<file path="src/rtl/fsm_chk_pkg.sv">
// Shared types and output-code helpers for the FSM lockstep checker.
package fsm_chk_pkg;

    typedef enum logic [1:0] {IDLE, RST, RUN, END} state_t;

    localparam logic [2:0] OUT_ZERO   = 3'd0;
    localparam logic [2:0] OUT_DOIS   = 3'd2;
    localparam logic [2:0] OUT_TRES   = 3'd3;
    localparam logic [2:0] OUT_QUATRO = 3'd4;
    localparam logic [2:0] OUT_CINCO  = 3'd5;

    function automatic logic is_legal(input logic [2:0] code);
        case (code)
            OUT_ZERO, OUT_DOIS, OUT_TRES, OUT_QUATRO, OUT_CINCO: is_legal = 1'b1;
            default:                                             is_legal = 1'b0;
        endcase
    endfunction

endpackage

</file>
<file path="src/rtl/fsm_vote3.sv">
// Three-way majority voter over FSM output codes with per-unit deviation mask.
module fsm_vote3
    import fsm_chk_pkg::*;
(
    input  logic [2:0] code_a,
    input  logic [2:0] code_b,
    input  logic [2:0] code_c,
    output logic [2:0] voted,
    output logic [2:0] deviant
);

    logic       has_maj;
    logic [2:0] maj;

    always_comb begin
        has_maj = 1'b1;
        maj     = code_a;
        if (code_a == code_b || code_a == code_c) begin
            maj = code_a;
        end else if (code_b == code_c) begin
            maj = code_b;
        end else begin
            has_maj = 1'b0;
        end
    end

    // With no shared value every unit is suspect and the vote falls back to zero.
    always_comb begin
        if (has_maj) begin
            voted      = maj;
            deviant[0] = !is_legal(code_a) || (code_a != maj);
            deviant[1] = !is_legal(code_b) || (code_b != maj);
            deviant[2] = !is_legal(code_c) || (code_c != maj);
        end else begin
            voted   = OUT_ZERO;
            deviant = 3'b111;
        end
    end

endmodule

</file>
<file path="src/rtl/fsm_lockstep_ctrl.sv">
// Sequences reset/stimulus for three FSM implementations and captures the first lockstep deviation.
module fsm_lockstep_ctrl
    import fsm_chk_pkg::*;
#(
    parameter int PAT_LEN      = 16,
    parameter int RST_CYC      = 2,
    parameter int STOP_ON_FAIL = 1,
    localparam int SW          = $clog2(PAT_LEN + 1),
    localparam int RCW         = (RST_CYC > 1) ? $clog2(RST_CYC) : 1
) (
    input  logic               clk,
    input  logic               reset,
    input  logic               start,
    input  logic [PAT_LEN-1:0] pattern,
    output logic               busy,
    output logic               done,
    output logic               fail,
    output logic [SW-1:0]      fail_step,
    output logic [2:0]         fail_mask,
    output logic [2:0]         voted,
    output logic               fsm_res_n,
    output logic               fsm_a,
    input  logic [2:0]         s_beh,
    input  logic [2:0]         s_gate,
    input  logic [2:0]         s_mem
);

    localparam logic [SW-1:0]  STEP_LAST = SW'(PAT_LEN);
    localparam logic [RCW-1:0] RCNT_LAST = RCW'(RST_CYC - 1);

    state_t             state;
    logic [PAT_LEN-1:0] pat_q;
    logic [SW-1:0]      step;
    logic [RCW-1:0]     rcnt;
    logic [2:0]         vote_c;
    logic [2:0]         dev_c;
    logic               first_fail;
    logic               last_step;

    fsm_vote3 u_vote (
        .code_a  (s_beh),
        .code_b  (s_gate),
        .code_c  (s_mem),
        .voted   (vote_c),
        .deviant (dev_c)
    );

    assign first_fail = (dev_c != 3'b000) && !fail;
    assign last_step  = (step == STEP_LAST) || ((STOP_ON_FAIL != 0) && first_fail);

    // pat_q shifts right once per step, so its LSB is always the next stimulus bit
    // and it has drained to zero by the final step.
    always_ff @(posedge clk) begin
        if (reset) begin
            state     <= IDLE;
            pat_q     <= '0;
            step      <= '0;
            rcnt      <= '0;
            busy      <= 1'b0;
            done      <= 1'b0;
            fail      <= 1'b0;
            fail_step <= '0;
            fail_mask <= 3'b000;
            voted     <= 3'b000;
            fsm_res_n <= 1'b0;
            fsm_a     <= 1'b0;
        end else begin
            case (state)
                IDLE: begin
                    done      <= 1'b0;
                    fsm_res_n <= 1'b0;
                    fsm_a     <= 1'b0;
                    if (start) begin
                        pat_q     <= pattern;
                        fail      <= 1'b0;
                        fail_step <= '0;
                        fail_mask <= 3'b000;
                        busy      <= 1'b1;
                        rcnt      <= '0;
                        state     <= RST;
                    end
                end
                RST: begin
                    if (rcnt == RCNT_LAST) begin
                        state     <= RUN;
                        step      <= '0;
                        fsm_res_n <= 1'b1;
                        fsm_a     <= pat_q[0];
                        pat_q     <= pat_q >> 1;
                    end else begin
                        rcnt <= rcnt + 1'b1;
                    end
                end
                RUN: begin
                    voted <= vote_c;
                    if (first_fail) begin
                        fail      <= 1'b1;
                        fail_step <= step;
                        fail_mask <= dev_c;
                    end
                    if (last_step) begin
                        state     <= END;
                        done      <= 1'b1;
                        busy      <= 1'b0;
                        fsm_res_n <= 1'b0;
                        fsm_a     <= 1'b0;
                    end else begin
                        step  <= step + 1'b1;
                        fsm_a <= pat_q[0];
                        pat_q <= pat_q >> 1;
                    end
                end
                END: begin
                    done  <= 1'b0;
                    state <= IDLE;
                end
                default: state <= IDLE;
            endcase
        end
    end

endmodule

</file>
<file path="config.mk">
export PLATFORM = sky130hd
export DESIGN_NAME = fsm_lockstep_ctrl
export DESIGN_NICKNAME = d
export VERILOG_FILES = /design/src/rtl/fsm_chk_pkg.sv /design/src/rtl/fsm_vote3.sv /design/src/rtl/fsm_lockstep_ctrl.sv
export SDC_FILE = /design/constraint.sdc
export NUM_CORES = 1
export LEC_CHECK = 0
export CAP_MARGIN = 20
export CORE_ASPECT_RATIO = 0.7
export CORE_UTILIZATION = 49
export DETAILED_ROUTE_END_ITERATION = 8
export PLACE_DENSITY = 0.88
export SYNTH_ARGS = -nofsm -noshare
export SYNTH_HDL_FRONTEND = slang
export SYNTH_SLANG_ARGS = --single-unit
</file>
<file path="constraint.sdc">
create_clock -name clk -period 2.8 [get_ports clk]
set_input_delay 0.42 -clock clk [delete_from_list [all_inputs] [get_ports clk]]
set_output_delay 0.42 -clock clk [all_outputs]
set_load 0.005 [all_outputs]
</file>
==> results by stage, run 1 <==
Critical path:
- In this run the critical register-to-register path is captured at pat_q[13]$_SDFFE_PP0P_.
- The arrival time at the worst endpoint is 2.86 ns.
- By startpoint and endpoint, the worst setup path is classified as primary input to flop.
- The worst setup path is captured at a flop.
- The depth of the worst register-to-register path is 9.
- The maximum fanout encountered on the critical timing path is 10.
- The setup check on the worst reg-to-reg path leaves a slack of 0.62 ns.
- The startpoint of the most critical register-to-register path is state[1]$_SDFFE_PP0P_.
- STA classifies the critical path startpoint as a primary input.
- Data on the critical path is required at its endpoint by 3.03 ns.

Layout:
- The number of nets at the end of the flow is 357.
- The finished cells cover 0.00303 mm^2.
- Relative to the synthesized area, the layout overhead comes to 27.4%.
- The proportion of layout cells with a drive suffix above 1 is 13.0%.
- The filler cells instantiated in the layout total 356.
- 0 antenna diodes ended up in the layout.

Hold path:
- The worst hold path passes through 2 cells.
- The path with the worst hold slack has its endpoint at done$_SDFFE_PP0P_.
- The min-delay analysis places its worst path in the category flop to flop.
- The hold path startpoint is done$_SDFFE_PP0P_.

Floorplan:
- Once the floorplan was initialized, standard cells occupied 52.8% of the core.
- The number of core rows is 20.
- The number of ports placed on the die boundary is 44.
- The floorplan step set the die width to 85.2 um.
- The floorplan step set the die height to 60.3 um.
- The core area is 0.00450 mm^2.
- The die covers 0.00514 mm^2.

Clock network:
- The longest clock path from root to sink contains 2 buffers.
- The clock net in this run drives a total of 40 sinks.
- TritonCTS created 5 clock buffers.
- The H-tree generated during clock tree synthesis spans 2 levels.
- The clock transition time at the flip-flop clock pins of the worst setup and hold paths is 0.08 ns.
- TritonCTS built the clock tree.
- The later pin in the worst-skew pair is clocked with a latency of 0.29 ns.
- The root buffer cell chosen for the clock tree is clkbuf_8.
- The number of buffers added for setup after CTS is 0.

Route:
- The number of nets still failing antenna checks after routing is 0.
- For this block, the via count after detailed routing is 2261.
- The post-detailed-route DRC marker count is 0.
- The detailed-route wire length is 5.86 mm.
- For this block, the initial DRC count from the detailed router was 161.
- The ratio of routed vias to standard cells is 6.00.
- The total iterations of the first detailed-routing run is 4.
- The routed length per instance is 15.5 um.

STA:
- The final worst clock skew is 0.00340 ns.
- The total count of max-transition violations in the final report is 0.
- The share of the cycle needed by the critical path after routing is 94.1%.
- The final-report hold violation count is 0.
- Setup violations remaining at the end of the flow were counted as 0.
- Derived from the worst setup path, the maximum achievable clock frequency is 379 MHz.
- The worst-case headroom to the max-slew limit is 59.4%.
- The transition time of the tightest slew-check pin is 0.605 ns.
- Setup repair after global routing left no endpoint under its margin.
- The time the final worst path needs with I/O delays and setup is 2.64 ns.

Power and ir drop:
- In this run the power density over the cells is 800 mW/mm^2.
- The largest voltage drop on the vdd net is 441 uV.
- The design draws 0.00242 W.
- For this design the static power due to leakage is 1.08 nW.

Yosys:
- By count the netlist is led by 40 x dfxtp_1, 36 x a21oi_1, 19 x a311oi_1.
- A synthesized cell averages 8.70 um^2.
- After synthesis, the share of flip-flops with an asynchronous set or reset is 0%.
- Synthesis produced a netlist with a net count of 308.
- Sorting the synthesized cells by area gives the leading types as dfxtp_1 34%, a21oi_1 7.6%, mux2i_1 7.6%.
- The register bit total from synthesis is 40.
- Among all flip-flop cells after synthesis, the most frequent one is dfxtp_1.
- The number of instances in the synthesized netlist is 273.
- The count of unique library cells instantiated by Yosys is 47.
- The cell accounting for the most synthesized area is dfxtp_1.
- The number of warnings reported in the yosys synthesis log is 0.
- After synthesis the cells add up to 0.00238 mm^2.
- Counting flops with a built-in enable in the synthesized netlist gives 0.
- Sequential elements use 33.7% of the synthesized area.
- The library cell with the highest instance count after synthesis is dfxtp_1.
- The top cell type by area accounts for 33.7% of the synthesized area.

Placed design:
- At the end of routability-driven placement, the weighted congestion stood at 0.962.
- The number of buffers inserted by port buffering is 43.
- In this run the cell area measured after placement is 0.00295 mm^2.
- The placed wire-length estimate after detailed placement is 4.21 mm.

GRT:
- Entering global routing, the biggest net connects 32 pins.
- The number of global-route vias before repair came to 2022.
- For this run the aggregate overflow at the end of global routing stands at 0.
- The global-route wire length before repair is 9.49 mm.
- The initial antenna violation count is 0.
- Global routing consumed, over all layers together, 23.7% of the routing resources.

Run:
- The max-capacitance violation count is 0.

Outcome:
- The flow ran to the end, and the final reports show no timing, DRC or antenna violations.
[worst max-delay path, stage by stage]
cell and delay [ns]:
clkdlybuf4s50_1 0.48, or4_4 0.58, or3_4 0.35, o211ai_2 0.09
buf_4 0.17, a21boi_4 0.09, or4_1 0.53, a21boi_1 0.15
[cell usage in the layout (no fill, tap or decap), types with 2 or more instances in the layout]
| master | netlist | routed |
|---|---|---|
| a21oi_1 | 36 | 35 |
| dfxtp_1 | 40 | 40 |
| or4_4 | 2 | 2 |
| ha_1 | 7 | 7 |
| and3_1 | 4 | 4 |
| nand3_1 | 16 | 16 |
| nor2b_1 | 3 | 3 |
| xnor2_1 | 9 | 9 |
| nor2_1 | 11 | 11 |
| a311oi_1 | 19 | 19 |
| a21boi_1 | 2 | 2 |
| nand3b_1 | 9 | 9 |
| nand2b_1 | 7 | 7 |
| or3_1 | 2 | 2 |
| nor3b_1 | 3 | 3 |
| nand2_1 | 9 | 9 |
| mux2i_1 | 18 | 18 |
| clkdlybuf4s50_1 | 0 | 43 |
| buf_4 | 1 | 23 |
| o21ai_0 | 12 | 12 |
| or4_1 | 3 | 3 |
| o31ai_1 | 2 | 2 |
| inv_1 | 5 | 5 |
| nor4bb_1 | 4 | 4 |
| and4bb_2 | 2 | 2 |
| nor3_1 | 5 | 5 |
| clkbuf_8 | 0 | 5 |
[where the power goes]
group | switching [W] | internal, W | leakage (nW)
Sequential | 0.0000851 | 0.000715 | 0.327
Clock | 0.000198 | 0.000170 | 0.0410
Combinational | 0.000690 | 0.000565 | 0.707
Total | 0.000973 | 0.00145 | 1.08
[registers in the layout, indices dropped and copies added, names as in the netlist]
name	count
fail_mask	3
pat_q	16
fail_step	5
step	5
voted	3
fsm_res_n	1
fsm_a	1
state	2
fail	1
done	1
rcnt	1
busy	1
[routing by layer]
layer  global-route usage (%)  wire (um)
met1                     33.9       2830
met3                     6.35        423
met5                        0          0
met2                     34.3       2550
met4                     7.99         57
[per-stage QoR]
step / std cells / setup TNS [ns] / hold slack, ns / util, % / setup slack [ns]
final: 377 / 0 / 0.477 / 67.2 / 0.165
after global routing: 377 / 0 / 0.505 / 67.2 / 0.0647
after CTS: 377 / 0 / 0.479 / 67.1 / 0.209
after detailed placement: 370 / -1.03 / 0.462 / 65.4 / -0.0812
after global placement: 370 / -0.0620 / 0.465 / 65.4 / -0.0280
after floorplan: 273 / 0 / 0.449 / - / 0.453
[worst max path at each step]
| stage | from | end | slack, ns | cells past startpoint |
|---|---|---|---|---|
| 5_1_grt | s_mem[1] | pat_q[1]$_SDFFE_PP0P_ | 0.06 | 9 |
| 4_1_cts | s_mem[1] | step[3]$_SDFFE_PP0P_ | 0.21 | 8 |
| 3_5_place_dp | s_mem[1] | step[3]$_SDFFE_PP0P_ | -0.08 | 8 |
| 2_1_floorplan | s_mem[2] | step[3]$_SDFFE_PP0P_ | 0.45 | 7 |
| 3_3_place_gp | s_mem[1] | step[4]$_SDFFE_PP0P_ | -0.03 | 8 |
| 6_report | s_mem[1] | step[3]$_SDFFE_PP0P_ | 0.16 | 8 |
[final cells by class]
| class | instances | area (um^2) | share of cell area [%] |
|---|---|---|---|
| clock buffer | 6 | 72.6 | 2.40 |
| tap | 55 | 68.8 | 2.27 |
| inverter | 5 | 18.8 | 0.620 |
| clock inverter | 1 | 5.00 | 0.165 |
| timing repair buffer | 67 | 623 | 20.6 |
| sequential | 40 | 801 | 26.4 |
| multi-input combinational | 203 | 1440 | 47.5 |
[timing repair]
action                     CTS  global route
hold buffers                 0             0
resized for setup            0             1
setup endpoints to repair    0             7
[kinds of logic after synthesis]
logic type                 after synthesis  synth area share [%]
adders and majority gates                7                  3.69
AOI/OAI and AO/OA                       84                  23.8
xor gates and xnor gates                 9                  3.32
buffers and inverters                   30                  5.90
DFF                                     40                  33.7
muxes                                   18                  7.58
and+or+nand+nor                         85                  22.0
(Power assumes the default switching activity.)
==> run 2: changes to the inputs <==
Settings changed: CAP_MARGIN 20 to unset.
Clock period 2.8 ns to 2.6 ns, I/O delays scaled along.
==> results by stage, run 2 (synthesized netlist as in run 1, its figures left out) <==
Route:
- The detailed-route wire length is 6.15 mm.
- Once detail routing completed, the nets flagged for antenna violations numbered 0.
- The total iterations of the first detailed-routing run is 5.
- The ratio of routed vias to standard cells is 5.95.
- The routed via count is 2307.
- The routed length per instance is 15.8 um.
- For this run, design rule violations remaining after detail routing come to 0.
- The first routing iteration left 172 violations.

Layout:
- Once layout is complete, the cells apart from fillers number 388.
- The number of antenna diodes in the final layout is 0.
- Compared with the post-synthesis result, the final layout area differs by 32.5%.
- Ranked by flip-flop count, first place goes to pat_q.
- The number of fill cells in the layout is 331.
- The largest registers in the layout are pat_q: 16 flops, fail_step: 5 flops, step: 5 flops.
- In the layout the commonest cells are 43 x clkdlybuf4s50_1, 40 x dfxtp_1, 36 x a21oi_1.
- The post-route netlist has 15.9% of its cells at a drive strength greater than 1.
- The number of nets at the end of the flow is 367.
- Measured on the finished design, the core utilization comes to 69.9%.
- The flip-flop count of the largest register after layout is 16.
- The library cell used most frequently in the layout, excluding fill and tap cells, is clkdlybuf4s50_1.

Clock network:
- TritonCTS built the clock tree.
- Clock latency on the worst-skew pair, taken at its later pin, is 0.29 ns.
- Clock tree synthesis selected as its root buffer the cell clkbuf_8.
- The clock transition time at the flip-flop clock pins of the worst setup and hold paths is 0.08 ns.
- Post-CTS timing repair inserted 0 buffers for setup.
- The clock net sink count is 40.
- TritonCTS created 5 clock buffers.
- The maximum count of clock buffers along a single path is 2.
- Post-CTS repair changed the size of 0 cells.
- The number of hold-repair buffers added at the cts stage is 0.
- The CTS H-tree depth is 2.

Critical path:
- The cell family contributing the most delay on the critical path is simple AND/OR/NAND/NOR gates.
- The arrival time at the worst endpoint is 2.67 ns.
- The kind of launch point of the worst setup path is a primary input.
- The setup path with the least slack is of type primary input to flop.
- The worst setup path is captured at a flop.
- The maximum fanout encountered on the critical timing path is 8.
- The sum of buffers and inverters on the critical path is 1.
- STA puts the critical path data required time at 2.83 ns.
- Traced cell by cell, the critical path runs through clkdlybuf4s50_1 -> or4_4 -> or3_4 -> o211ai_2 -> a21boi_4 -> or4_1 -> a21boi_1.
- On the worst path, the slowest cell contributes a delay of 0.56 ns.
- The cell with the largest stage delay on the worst path is or4_4.
- Across all register-to-register paths, the minimum setup slack is 0.46 ns.

GRT:
- Entering global routing, the biggest net connects 30 pins.
- The initial antenna violation count was 0.
- The number of global-route vias before repair is 2160.
- The global-route wire length before repair is 10.2 mm.
- For this run, the total global-route usage over all layers was measured as 25.7%.
- The leftover overflow at the end of global routing is 0.

Floorplan:
- The region available for standard cell placement spans 0.00450 mm^2.
- Pin placement for this block handled 44 I/O pins.
- The floorplan step set the die height to 60.3 um.
- The die footprint is 0.00514 mm^2.
- The initial core utilization is 52.8%.
- The floorplan has 20 rows.
- The overall die width is 85.2 um.

STA:
- The routed design could run at a clock period as short as 2.45 ns.
- The final-report hold violation count is 0.
- The upper clock frequency limit is 409 MHz.
- At the pin with the least slew margin, the transition time is 0.387 ns.
- The final number of setup-violating endpoints is 0.
- The share of the cycle needed by the critical path after routing is 94.1%.
- The clock arrives with 0.00443 ns of skew.
- Setup repair after global routing left no endpoint under its margin.
- The total count of max-transition violations in the final report is 0.
- The worst hold slack is 0.476 ns.
- The worst-case headroom to the max-slew limit is 74.2%.

Power and ir drop:
- The largest voltage drop on the vdd net is 429 uV.
- Dividing total power by cell area gives a power density of 909 mW/mm^2.
- The cell leakage power is 1.15 nW.
- The post-route total power is 0.00286 W.

Hold path:
- The worst hold path class is flop to flop.

Placed design:
- The placed wire-length estimate after detailed placement is 4.49 mm.
- Input and output buffers added on the ports amount to 43.
- The global placement routability congestion is 0.912.
- In this run, placement finished with an instance count of 380.

Outcome:
- The run finished with clean final reports.

Run:
- Across the run, the number of max-cap violations was 0.
[run 2: cell count changes in the layout (fill, tap and decap cells not counted), sizes merged]
cell | before | now
buf | 24 | 34
clkinv | 1 | 0
bufinv | 0 | 1
clkbuf | 6 | 7
[run 2: path summary, 6_finish.rpt]
| check | startpoint | to | cells after the start |
|---|---|---|---|
| max | s_mem[1] | step[3]$_SDFFE_PP0P_ | 7 |
| min | fsm_res_n$_SDFFE_PP0P_ | fsm_res_n$_SDFFE_PP0P_ | 2 |
| max reg2reg | step[0]$_SDFFE_PP0P_ | pat_q[7]$_SDFFE_PP0P_ | 10 |
| min reg2reg | fsm_res_n$_SDFFE_PP0P_ | fsm_res_n$_SDFFE_PP0P_ | 2 |
[run 2: power by group]
group / total (W) / internal [W] / switching (W)
clock: 0.000558 / 0.000339 / 0.000219
combinational: 0.00144 / 0.000688 / 0.000750
sequential: 0.000866 / 0.000770 / 0.0000962
[run 2: cell type report]
class | count | area, um^2 | share of cell area [%]
Timing Repair Buffer | 77 | 698 | 22.2
Sequential cell | 40 | 801 | 25.4
Inverter | 5 | 18.8 | 0.596
Clock inverter | 1 | 30.0 | 0.954
Clock buffer | 7 | 96.3 | 3.06
Multi-Input combinational cell | 203 | 1440 | 45.6
Tap cell | 55 | 68.8 | 2.19
[run 2: routing by layer]
layer | GRT usage (%) | part of all wire [%] | up-vias
met5 | 0 | 0 | -
met4 | 6.78 | 1.0 | 0
met3 | 5.80 | 7.1 | 9
met2 | 43.2 | 46 | 81
met1 | 33.6 | 46 | 1077
li1 | - | - | 1140
[run 2: metrics by stage]
stage / worst slack [ns] / area [um^2] / TNS, ns
2_1_floorplan: 0.283 / 2380 / 0
3_3_place_gp: -0.0533 / 3020 / -0.192
3_5_place_dp: -0.144 / 3020 / -2.73
4_1_cts: 0.159 / 3150 / 0
5_1_grt: 0.0377 / 3150 / 0
6_report: 0.152 / 3150 / 0
[run 2: worst reg2reg max path: stages (launching register included)]
cell and delay [ns]:
dfxtp_1 0.45, inv_1 0.07, ha_1 0.20, nand2_1 0.06, nor3_1 0.04, buf_4 0.16, nand2_1 0.10, and3_1 0.38
buf_4 0.26, a21oi_1 0.09, a311oi_1 0.24
==> run 3: changes to the inputs <==
Settings changed: CELL_PAD_IN_SITES_DETAIL_PLACEMENT set to 0, CELL_PAD_IN_SITES_GLOBAL_PLACEMENT set to 1, CORE_UTILIZATION 49 to 39, PLACE_DENSITY 0.88 to unset, PLACE_DENSITY_LB_ADDON set to 0.05.
==> results by stage, run 3 (synthesized netlist as in run 1, its figures left out) <==
Power and ir drop:
- The post-route total power is 0.00278 W.
- IR analysis of the VDD net gives a maximum drop of 413 uV.
- In this run the static leakage power is 1.11 nW.
- The power density normalized to cell area is 894 mW/mm^2.

STA:
- The final-report hold violation count is 0.
- The worst pin sits at a relative slew slack of 63.7%.
- The total count of max-transition violations in the final report is 0.
- The time the final worst path needs with I/O delays and setup is 2.44 ns.
- The final worst clock skew is 0.00307 ns.
- Derived from the worst setup path, the maximum achievable clock frequency is 411 MHz.
- Of the available clock period, the critical path in the final layout requires 93.7%.
- The worst path meets setup with 0.164 ns of slack.
- At the pin with the least slew margin, the transition time is 0.545 ns.
- Setup violations remaining at the end of the flow were counted as 0.
- Setup repair after global routing left no endpoint under its margin.

Critical path:
- The setup slack of the most critical reg-to-reg path is 0.47 ns.
- STA puts the critical path data arrival time at 2.66 ns.
- The nature of the critical path endpoint is a flop.
- On the worst path, the slowest cell contributes a delay of 0.52 ns.
- The maximum fanout encountered on the critical timing path is 8.
- STA classifies the critical path startpoint as a primary input.
- The startpoint identified for the worst register-to-register timing path is state[0]$_SDFFE_PP0P_.
- The largest individual stage delay along the critical path comes from the cell or4_1.
- The critical path ends at step[4]$_SDFFE_PP0P_.
- At the worst endpoint, the required time is 2.82 ns.
- Counting cells, the worst reg-to-reg path comes to 6.
- The beginning of the critical path is s_gate[0].
- The worst setup path is of the primary input to flop kind.
- The capture point of the worst reg-to-reg path is step[4]$_SDFFE_PP0P_.
- The critical path goes through clkdlybuf4s50_1 -> or3_1 -> or4_4 -> a21oi_4 -> a21boi_4 -> or4_1 -> a21boi_1.

Route:
- The number of nets still failing antenna checks after routing is 0.
- For this block, the via count after detailed routing is 2199.
- The ratio of routed vias to standard cells is 5.50.
- For this block, the initial DRC count from the detailed router was 119.
- The total iterations of the first detailed-routing run is 4.
- After detailed routing, the total wire length is 5.98 mm.
- The post-detailed-route DRC marker count is 0.
- Dividing the detail-routed wire length by the instance count gives 14.9 um.

Outcome:
- The flow ran to the end, and the final reports show no timing, DRC or antenna violations.

GRT:
- The initial antenna violation count is 0.
- The leftover overflow at the end of global routing is 0.
- The number of global-route vias before repair is 2012.
- The maximum number of pins on one net before global-route repair is 32.
- The first global-routing pass estimated 9.97 mm of wire.
- The overall global routing resource usage is 20.2%.

Clock network:
- The cell sitting at the root of the clock tree is a clkbuf_8.
- TritonCTS built the clock tree.
- In this run, post-CTS repair resized a total of 0 instances.
- Post-CTS timing repair inserted 0 buffers for setup.
- The number of hold-repair buffers added at the cts stage is 0.
- The clock reaches the later pin of the worst-skew pair after 0.29 ns.
- The CTS H-tree depth is 2.
- The clock transition time at the flip-flop clock pins of the worst setup and hold paths is 0.08 ns.
- The clock net sink count is 40.
- The maximum count of clock buffers along a single path is 2.
- The number of buffers added by the clock tree synthesis step is 5.

Floorplan:
- The overall die width is 95.3 um.
- The initial core utilization is 41.1%.
- In this run the standard cell core region covers 0.00578 mm^2.
- After floorplanning, the core was divided into 23 placement rows.
- The number of ports placed on the die boundary is 44.
- The die covers 0.00641 mm^2.
- The floorplan step set the die height to 67.3 um.

Layout:
- The final standard cell count with taps included and fillers excluded is 400.
- Leaving out fill and tap cells, the most frequent cells in the layout are 43 x clkdlybuf4s50_1, 40 x dfxtp_1, 36 x a21oi_1.
- The flip-flop count of the largest register after layout is 16.
- Of the cells placed in the final design, the portion with a size suffix greater than 1 is 13.8%.
- The number of nets at the end of the flow is 359.
- The library cell used most frequently in the layout, excluding fill and tap cells, is clkdlybuf4s50_1.
- The area growth from synthesis to layout is 31.0%.
- In the final layout, the registers with the most flip-flops are pat_q: 16 flops, fail_step: 5 flops, step: 5 flops.
- The number of antenna diodes in the final layout is 0.
- At the end of the flow the core is filled with cells to 53.8%.
- pat_q holds more flip-flops than any other register.

Placed design:
- Routability-driven placement finished with a final weighted congestion of 0.825.
- The number of buffers inserted by port buffering is 43.
- The placed wire-length estimate after detailed placement is 4.41 mm.
- At the placement stage, the worst setup path has a slack of -0.132 ns.
- Including well taps, the total number of placed cells is 392.

Hold path:
- The tightest min-delay check is of the flop to flop type.

Run:
- The max-capacitance violation count is 0.
==> run 3: cell count changes in the layout (fill, tap and decap cells not counted), sizes merged <==
cell  change
buf       -8
==> run 3: worst min-delay path by stage <==
stage | from | endpoint | slack, ns | cells after the start
3_3_place_gp | done$_SDFFE_PP0P_ | done$_SDFFE_PP0P_ | 0.46 | 2
2_1_floorplan | pat_q[15]$_SDFFE_PP0P_ | pat_q[15]$_SDFFE_PP0P_ | 0.45 | 2
3_5_place_dp | fsm_res_n$_SDFFE_PP0P_ | fsm_res_n$_SDFFE_PP0P_ | 0.46 | 2
4_1_cts | fsm_res_n$_SDFFE_PP0P_ | fsm_res_n$_SDFFE_PP0P_ | 0.48 | 2
6_report | fsm_res_n$_SDFFE_PP0P_ | fsm_res_n$_SDFFE_PP0P_ | 0.47 | 2
5_1_grt | fsm_res_n$_SDFFE_PP0P_ | fsm_res_n$_SDFFE_PP0P_ | 0.50 | 2
==> run 3: cell type report <==
type                    instances  area [um^2]
flip-flops and latches         40          801
fillers                       552         2670
clock buffers                   7         96.3
well taps                      75         93.8
inverters                       5         18.8
multi-input cells             203         1440
clock inverters                 1         30.0
repair buffers                 69          638
==> run 3: layer usage <==
| layer | up-vias | wire (um) | track usage (%) | part of all wire, % |
|---|---|---|---|---|
| met2 | 47 | 2270 | 27.9 | 38 |
| met3 | 4 | 337 | 5.07 | 5.6 |
| met4 | 0 | 38 | 4.55 | 0.64 |
| li1 | 1131 | - | - | - |
| met1 | 1017 | 3330 | 30.8 | 56 |
| met5 | - | 0 | 0 | 0 |
==> run 3: stage by stage <==
stage	hold slack, ns	area, um^2	setup TNS (ns)
finish	0.474	3110	0
global route	0.496	3110	0
CTS	0.479	3110	0
detailed placement	0.462	2990	-1.93
global placement	0.463	2990	-1.14
floorplan	0.449	2380	0
==> run 3: power by group <==
group,switching [W],internal (W),total (W)
registers,0.0000918,0.000769,0.000861
clock network,0.000217,0.000339,0.000556
logic,0.000730,0.000636,0.00137
total,0.00104,0.00174,0.00278
==> run 3: critical path: cells and delay by family <==
kind | cells | cell delay [ns]
and+or+nand+nor | 3 | 1.36
AOI/OAI and AO/OA | 3 | 0.49
buffers and inverters | 1 | 0.41
